## config.mk

```make
export PLATFORM = sky130hd
export DESIGN_NAME = pc_redirect_ctrl
export DESIGN_NICKNAME = d
export VERILOG_FILES = /design/src/rtl/pc_redirect_pkg.sv /design/src/rtl/redirect_detect.sv /design/src/rtl/pc_redirect_ctrl.sv
export SDC_FILE = /design/constraint.sdc
export NUM_CORES = 1
export LEC_CHECK = 0
export ABC_CLOCK_PERIOD_IN_PS = 2200
export CAP_MARGIN = 15
export CORE_UTILIZATION = 37
export CTS_BUF_LIST = sky130_fd_sc_hd__clkbuf_4
export DETAILED_ROUTE_END_ITERATION = 8
export PLACE_DENSITY = 0.83
export SKIP_CTS_REPAIR_TIMING = 1
export SLEW_MARGIN = 40
export SYNTH_ARGS = -nofsm -noshare
export SYNTH_HDL_FRONTEND = slang
export SYNTH_SLANG_ARGS = --single-unit
```

## constraint.sdc

```tcl
create_clock -name clk -period 2.2 [get_ports clk]
set_input_delay 0.33 -clock clk [delete_from_list [all_inputs] [get_ports clk]]
set_output_delay 0.33 -clock clk [all_outputs]
set_load 0.005 [all_outputs]
```

## src/rtl/pc_redirect_pkg.sv

```systemverilog
// pc_redirect_pkg: shared constants and types for the PC-redirect controller.
//   OPC_ADD / OPC_NAND : ALU-class opcodes that may target the PC
//   COND_*             : condition-field encodings
//   state_t            : controller FSM states
package pc_redirect_pkg;

  localparam logic [3:0] OPC_ADD  = 4'b0000;
  localparam logic [3:0] OPC_NAND = 4'b0010;

  localparam logic [1:0] COND_PLAIN = 2'b00;
  localparam logic [1:0] COND_Z     = 2'b01;
  localparam logic [1:0] COND_C     = 2'b10;

  typedef enum logic [1:0] {
    IDLE    = 2'd0,
    PEND_LM = 2'd1,
    ISSUE   = 2'd2,
    FLUSH   = 2'd3
  } state_t;

endpackage

```

## src/rtl/redirect_detect.sv

```systemverilog
// redirect_detect: combinational classifier for MEM-stage writes to the PC.
//   inputs : MEM-stage valid/opcode/rd/reg_write/is_lw/is_lm, alu_result, mem_rdata
//   outputs: alu_hit, ld_hit, lm_hit (mutually exclusive, alu > ld > lm),
//            tgt_data (redirect target selected for the winning hit)
module redirect_detect
  import pc_redirect_pkg::*;
#(
  parameter int DATA_W = 16,
  parameter int REG_AW = 3,
  parameter int PC_REG = 7,
  parameter int OPC_W  = 4
) (
  input  logic              mem_valid,
  input  logic [OPC_W-1:0]  mem_opcode,
  input  logic [REG_AW-1:0] mem_rd,
  input  logic              mem_reg_write,
  input  logic              mem_is_lw,
  input  logic              mem_is_lm,
  input  logic [DATA_W-1:0] alu_result,
  input  logic [DATA_W-1:0] mem_rdata,
  output logic              alu_hit,
  output logic              ld_hit,
  output logic              lm_hit,
  output logic [DATA_W-1:0] tgt_data
);

  logic hit;
  logic is_alu;

  // mem_reg_write is already condition-qualified, so cond variants need no check here
  assign hit     = mem_valid & mem_reg_write & (mem_rd == REG_AW'(PC_REG));
  assign is_alu  = (mem_opcode == OPC_W'(OPC_ADD)) | (mem_opcode == OPC_W'(OPC_NAND));

  assign alu_hit = hit & is_alu;
  assign ld_hit  = hit & mem_is_lw & ~is_alu;
  assign lm_hit  = hit & mem_is_lm & ~is_alu & ~mem_is_lw;

  assign tgt_data = alu_hit ? alu_result : mem_rdata;

endmodule

```

## src/rtl/pc_redirect_ctrl.sv

```systemverilog
// pc_redirect_ctrl: MEM-stage PC-redirect controller.
//   Detects writes to the PC register (ALU, LW, LM beat), holds the target
//   on new_pc/pc_load until fetch_ready, then flushes younger stages for
//   FLUSH_CYC cycles. LM-sourced redirects wait for the final LM beat.
//   Optional macro REDIRECT_STATS_EN: saturating accepted-redirect counter
//   on redirect_count; otherwise redirect_count is tied to 0.
// Ports: clk, reset (sync, active-high), mem_* MEM-stage info, alu_result,
//   mem_rdata, seq_pc, fetch_ready -> new_pc, pc_load, flush, busy,
//   redirect_count.
module pc_redirect_ctrl
  import pc_redirect_pkg::*;
#(
  parameter int DATA_W    = 16,
  parameter int REG_AW    = 3,
  parameter int PC_REG    = 7,
  parameter int OPC_W     = 4,
  parameter int FLUSH_CYC = 3
) (
  input  logic              clk,
  input  logic              reset,
  input  logic              mem_valid,
  input  logic [OPC_W-1:0]  mem_opcode,
  input  logic [1:0]        mem_cond,
  input  logic [REG_AW-1:0] mem_rd,
  input  logic              mem_reg_write,
  input  logic              mem_is_lw,
  input  logic              mem_is_lm,
  input  logic              mem_lm_last,
  input  logic [DATA_W-1:0] alu_result,
  input  logic [DATA_W-1:0] mem_rdata,
  input  logic [DATA_W-1:0] seq_pc,
  input  logic              fetch_ready,
  output logic [DATA_W-1:0] new_pc,
  output logic              pc_load,
  output logic              flush,
  output logic              busy,
  output logic [15:0]       redirect_count
);

  localparam int CNT_W = $clog2(FLUSH_CYC + 1);

  state_t            state;
  logic [DATA_W-1:0] tgt;
  logic [CNT_W-1:0]  cnt;
  logic              alu_hit, ld_hit, lm_hit;
  logic [DATA_W-1:0] tgt_data;

  // condition gating is already folded into mem_reg_write
  logic cond_unused;
  assign cond_unused = ^mem_cond;

  redirect_detect #(
    .DATA_W(DATA_W), .REG_AW(REG_AW), .PC_REG(PC_REG), .OPC_W(OPC_W)
  ) u_detect (
    .mem_valid    (mem_valid),
    .mem_opcode   (mem_opcode),
    .mem_rd       (mem_rd),
    .mem_reg_write(mem_reg_write),
    .mem_is_lw    (mem_is_lw),
    .mem_is_lm    (mem_is_lm),
    .alu_result   (alu_result),
    .mem_rdata    (mem_rdata),
    .alu_hit      (alu_hit),
    .ld_hit       (ld_hit),
    .lm_hit       (lm_hit),
    .tgt_data     (tgt_data)
  );

  always_ff @(posedge clk) begin
    if (reset) begin
      state   <= IDLE;
      tgt     <= '0;
      cnt     <= '0;
      pc_load <= 1'b0;
      flush   <= 1'b0;
    end else begin
      case (state)
        IDLE: begin
          if (alu_hit | ld_hit | (lm_hit & mem_lm_last)) begin
            tgt     <= tgt_data;
            state   <= ISSUE;
            pc_load <= 1'b1;
            flush   <= 1'b1;
          end else if (lm_hit) begin
            tgt   <= tgt_data;
            state <= PEND_LM;
          end
        end
        PEND_LM: begin
          // only a later beat that again targets the PC may replace the target
          if (lm_hit) tgt <= tgt_data;
          if (mem_valid & mem_is_lm & mem_lm_last) begin
            state   <= ISSUE;
            pc_load <= 1'b1;
            flush   <= 1'b1;
          end
        end
        ISSUE: begin
          if (fetch_ready) begin
            cnt     <= CNT_W'(FLUSH_CYC);
            state   <= FLUSH;
            pc_load <= 1'b0;
          end
        end
        FLUSH: begin
          if (cnt == CNT_W'(1)) begin
            state <= IDLE;
            flush <= 1'b0;
          end else begin
            cnt <= cnt - CNT_W'(1);
          end
        end
        default: state <= IDLE;
      endcase
    end
  end

  assign busy   = (state != IDLE);
  assign new_pc = pc_load ? tgt : seq_pc;

`ifdef REDIRECT_STATS_EN
  always_ff @(posedge clk) begin
    if (reset)
      redirect_count <= '0;
    else if ((state == ISSUE) && fetch_ready && (redirect_count != 16'hFFFF))
      redirect_count <= redirect_count + 16'd1;
  end
`else
  assign redirect_count = '0;
`endif

endmodule

```

==> flow_metrics.env <==
export IMPL_first_pass_iters=4
export IMPL_grt_max_degree=33
export IMPL_routed_wl_um=3640
export IMPL_min_delay_start="tgt[11]"
export IMPL_fillCellCount=334
export IMPL_finalNetCount=311
export IMPL_endpoint_kind="output pin"
export IMPL_yosysTopAreaCell="dfxtp_1"
export IMPL_synth_top_cell_area_share=0.2926
export IMPL_place_gp_congestion=0.8038
export IMPL_worstPathRequired_ns=1.87
export IMPL_drive_gt1_frac=0.1381
export IMPL_cts_tree="yes"
export IMPL_pin_count=100
export IMPL_synth_seq_area_share=0.2926
export IMPL_hp_class="flip-flop to flip-flop"
export IMPL_wl_met2_um=1826
export IMPL_clk_pin_slew_ns=0.12
export IMPL_maxCapViolCount=0
export IMPL_initial_core_util=0.3991
export IMPL_startpoint_type="flip-flop"
export IMPL_antenna_left=0
export IMPL_vias_per_cell=4.920
export IMPL_status="completed"
export IMPL_synthTopCellsByArea="dfxtp_1 29%, mux2_2 12%, mux2i_1 11%"
export IMPL_overflow=0
export IMPL_cts_root_buffer_cell="clkbuf_4"
export IMPL_syn_to_final_growth_pct=56.11
export IMPL_vdd_ir_drop_max_mv=0.3480
export IMPL_dr_first_iter_drc_count=50
export IMPL_netlist_area_um2=1505
export IMPL_yosysWarnings=0
export IMPL_arrival_ns=1.73
export IMPL_dpl_cell_area_um2=2297
export IMPL_drc=0
export IMPL_grt_usage=0.1692
export IMPL_routedWlPerCell_um=12.68
export IMPL_tns_ns=0
export IMPL_multi_input_area_um2=923.4
export IMPL_cp_max_fo=17
export IMPL_final_hold_viol_count=0
export IMPL_wl_met1_um=1500
export IMPL_period_share=0.9386
export IMPL_crit_chain="buf_4 > mux2_2 > clkdlybuf4s50_1"
export IMPL_syn_inst=160
export IMPL_powerDensity_nw_per_um2=605.9
export IMPL_clockBufferDepth=2
export IMPL_top_layer="met4"
export IMPL_vias=1412
export IMPL_clock_skew_ns=0.003126
export IMPL_cts_sinks=22
export IMPL_cts_buffers=3
export IMPL_die_area_um2=4327
export IMPL_cpMaxStageDelayCell="clkdlybuf4s50_1"
export IMPL_critical_path_max_stage_delay_ns=0.46
export IMPL_setup_violations=0
export IMPL_die_y_um=65.78
export IMPL_coreArea_um2=3771
export IMPL_wl_met3_um=299
export IMPL_yosys_cell_types_count=35
export IMPL_avgSynthCellArea_um2=9.407
export IMPL_slew_violations=0
export IMPL_synth_seq_cells=22
export IMPL_portBuffers=80
export IMPL_grt_first_pass_wirelength_um=5775
export IMPL_antenna_found_initial=0
export IMPL_rows=22
export IMPL_finalCriticalPeriod_ns=2.065
export IMPL_htreeDepth=1
export IMPL_r2r_start="state[0]"
export IMPL_final_cell_area_um2=2350
export IMPL_rsz0062_at_grt="false"
export IMPL_critPathLaunch="pc_load"
export IMPL_place_hpwl_um=2816
export IMPL_regArea_um2=440.4
export IMPL_worstSkewPairLatency_ns=0.31
export IMPL_path_class="flip-flop to output pin"
export IMPL_leakagePower_nw=0.9795
export IMPL_diodes=0
export IMPL_die_w_um=65.78
export IMPL_fmax_mhz=484.3
export IMPL_grt_pass1_vias=1369
Yosys cell counts, drive strengths merged:
cell	count
nor2	18
nand2	4
a31oi	1
o21ai	3
nor4	1
a21oi	2
o31ai	1
and3	2
a2111oi	1
a221o	1
or2	1
nand3	3
mux2	16
o211ai	1
clkbuf	3
o221a	1
mux2i	16
dfxtp	22
o32ai	1
o311ai	2
nand4	1
o21a	1
o41ai	1
buf	21
inv	8
conb	1
nor3	4
ha	6
a211oi	17
kinds of logic after synthesis:
group / synth area share
other: 0.002491
multiplexers: 0.2261
adder cells (fa/ha/maj): 0.04987
buffers and inverters: 0.1313
flip-flops: 0.2926
AO/OA/AOI/OAI: 0.1737
AND/OR/NAND/NOR: 0.1239
area by class of cell:
class                           count  area share
Multi-Input combinational cell    121      0.3930
Timing Repair Buffer               84      0.3589
Sequential cell                    22      0.1874
Tap cell                           48     0.02556
Clock inverter                      1     0.01278
Inverter                            8     0.01278
Clock buffer                        3    0.009585
power breakdown:
group	internal, mW	total, mW	switching (mW)	leakage (nW)
Combinational	0.387	0.644	0.257	0.773
Clock	0.184	0.310	0.126	0.0279
Sequential	0.440	0.470	0.0299	0.178
Total	1.01	1.42	0.412	0.980
metrics by stage:
step / std cells / total power [mW] / util / hold WS, ns / worst slack [ns]
2_1_floorplan: 175 / 0.8196 / - / 0.4323 / 0.5371
3_3_place_gp: 283 / 1.106 / 0.6092 / 0.4841 / 0.06657
3_5_place_dp: 283 / 1.122 / 0.6092 / 0.4909 / 0.009828
4_1_cts: 287 / 1.438 / 0.6231 / 0.5086 / 0.1167
5_1_grt: 287 / 1.522 / 0.6231 / 0.5277 / 0.05373
6_report: 287 / 1.424 / 0.6231 / 0.5059 / 0.1350
worst max-delay path, delay by kind of cell, from the launching register on:
family	cells	cell delay, ns
buf+inv	2	0.71
flops	1	0.35
mux	1	0.37
flip-flops by register name, summed over array words and instances (netlist names):
name / cells
pc_load: 1
tgt: 16
state: 2
cnt: 2
flush: 1
layout by cell type (no fill, tap or decap), types with 4 or more instances in the layout:
cell and count:
nand2_1 4, inv_1 8, a211oi_1 14, dfxtp_1 22
conb_1 16, mux2_2 16, ha_1 6, nor2_1 18
mux2i_1 16, clkdlybuf4s50_1 80
routing by layer:
metal / vias to the layer above / track usage
li1: 713 / -
met1: 644 / 0.1747
met2: 53 / 0.3355
met3: 2 / 0.04483
met4: 0 / 0.02989
met5: - / 0
final timing paths:
kind / to / cells past startpoint / slack, ns
worst min register to register: tgt[11] / 2 / 0.51
worst min-delay path: tgt[11] / 2 / 0.51
worst max register to register: flush / 7 / 0.25
worst max-delay path: new_pc[12] / 3 / 0.14
Note: power is estimated with default switching activity, not from simulation.
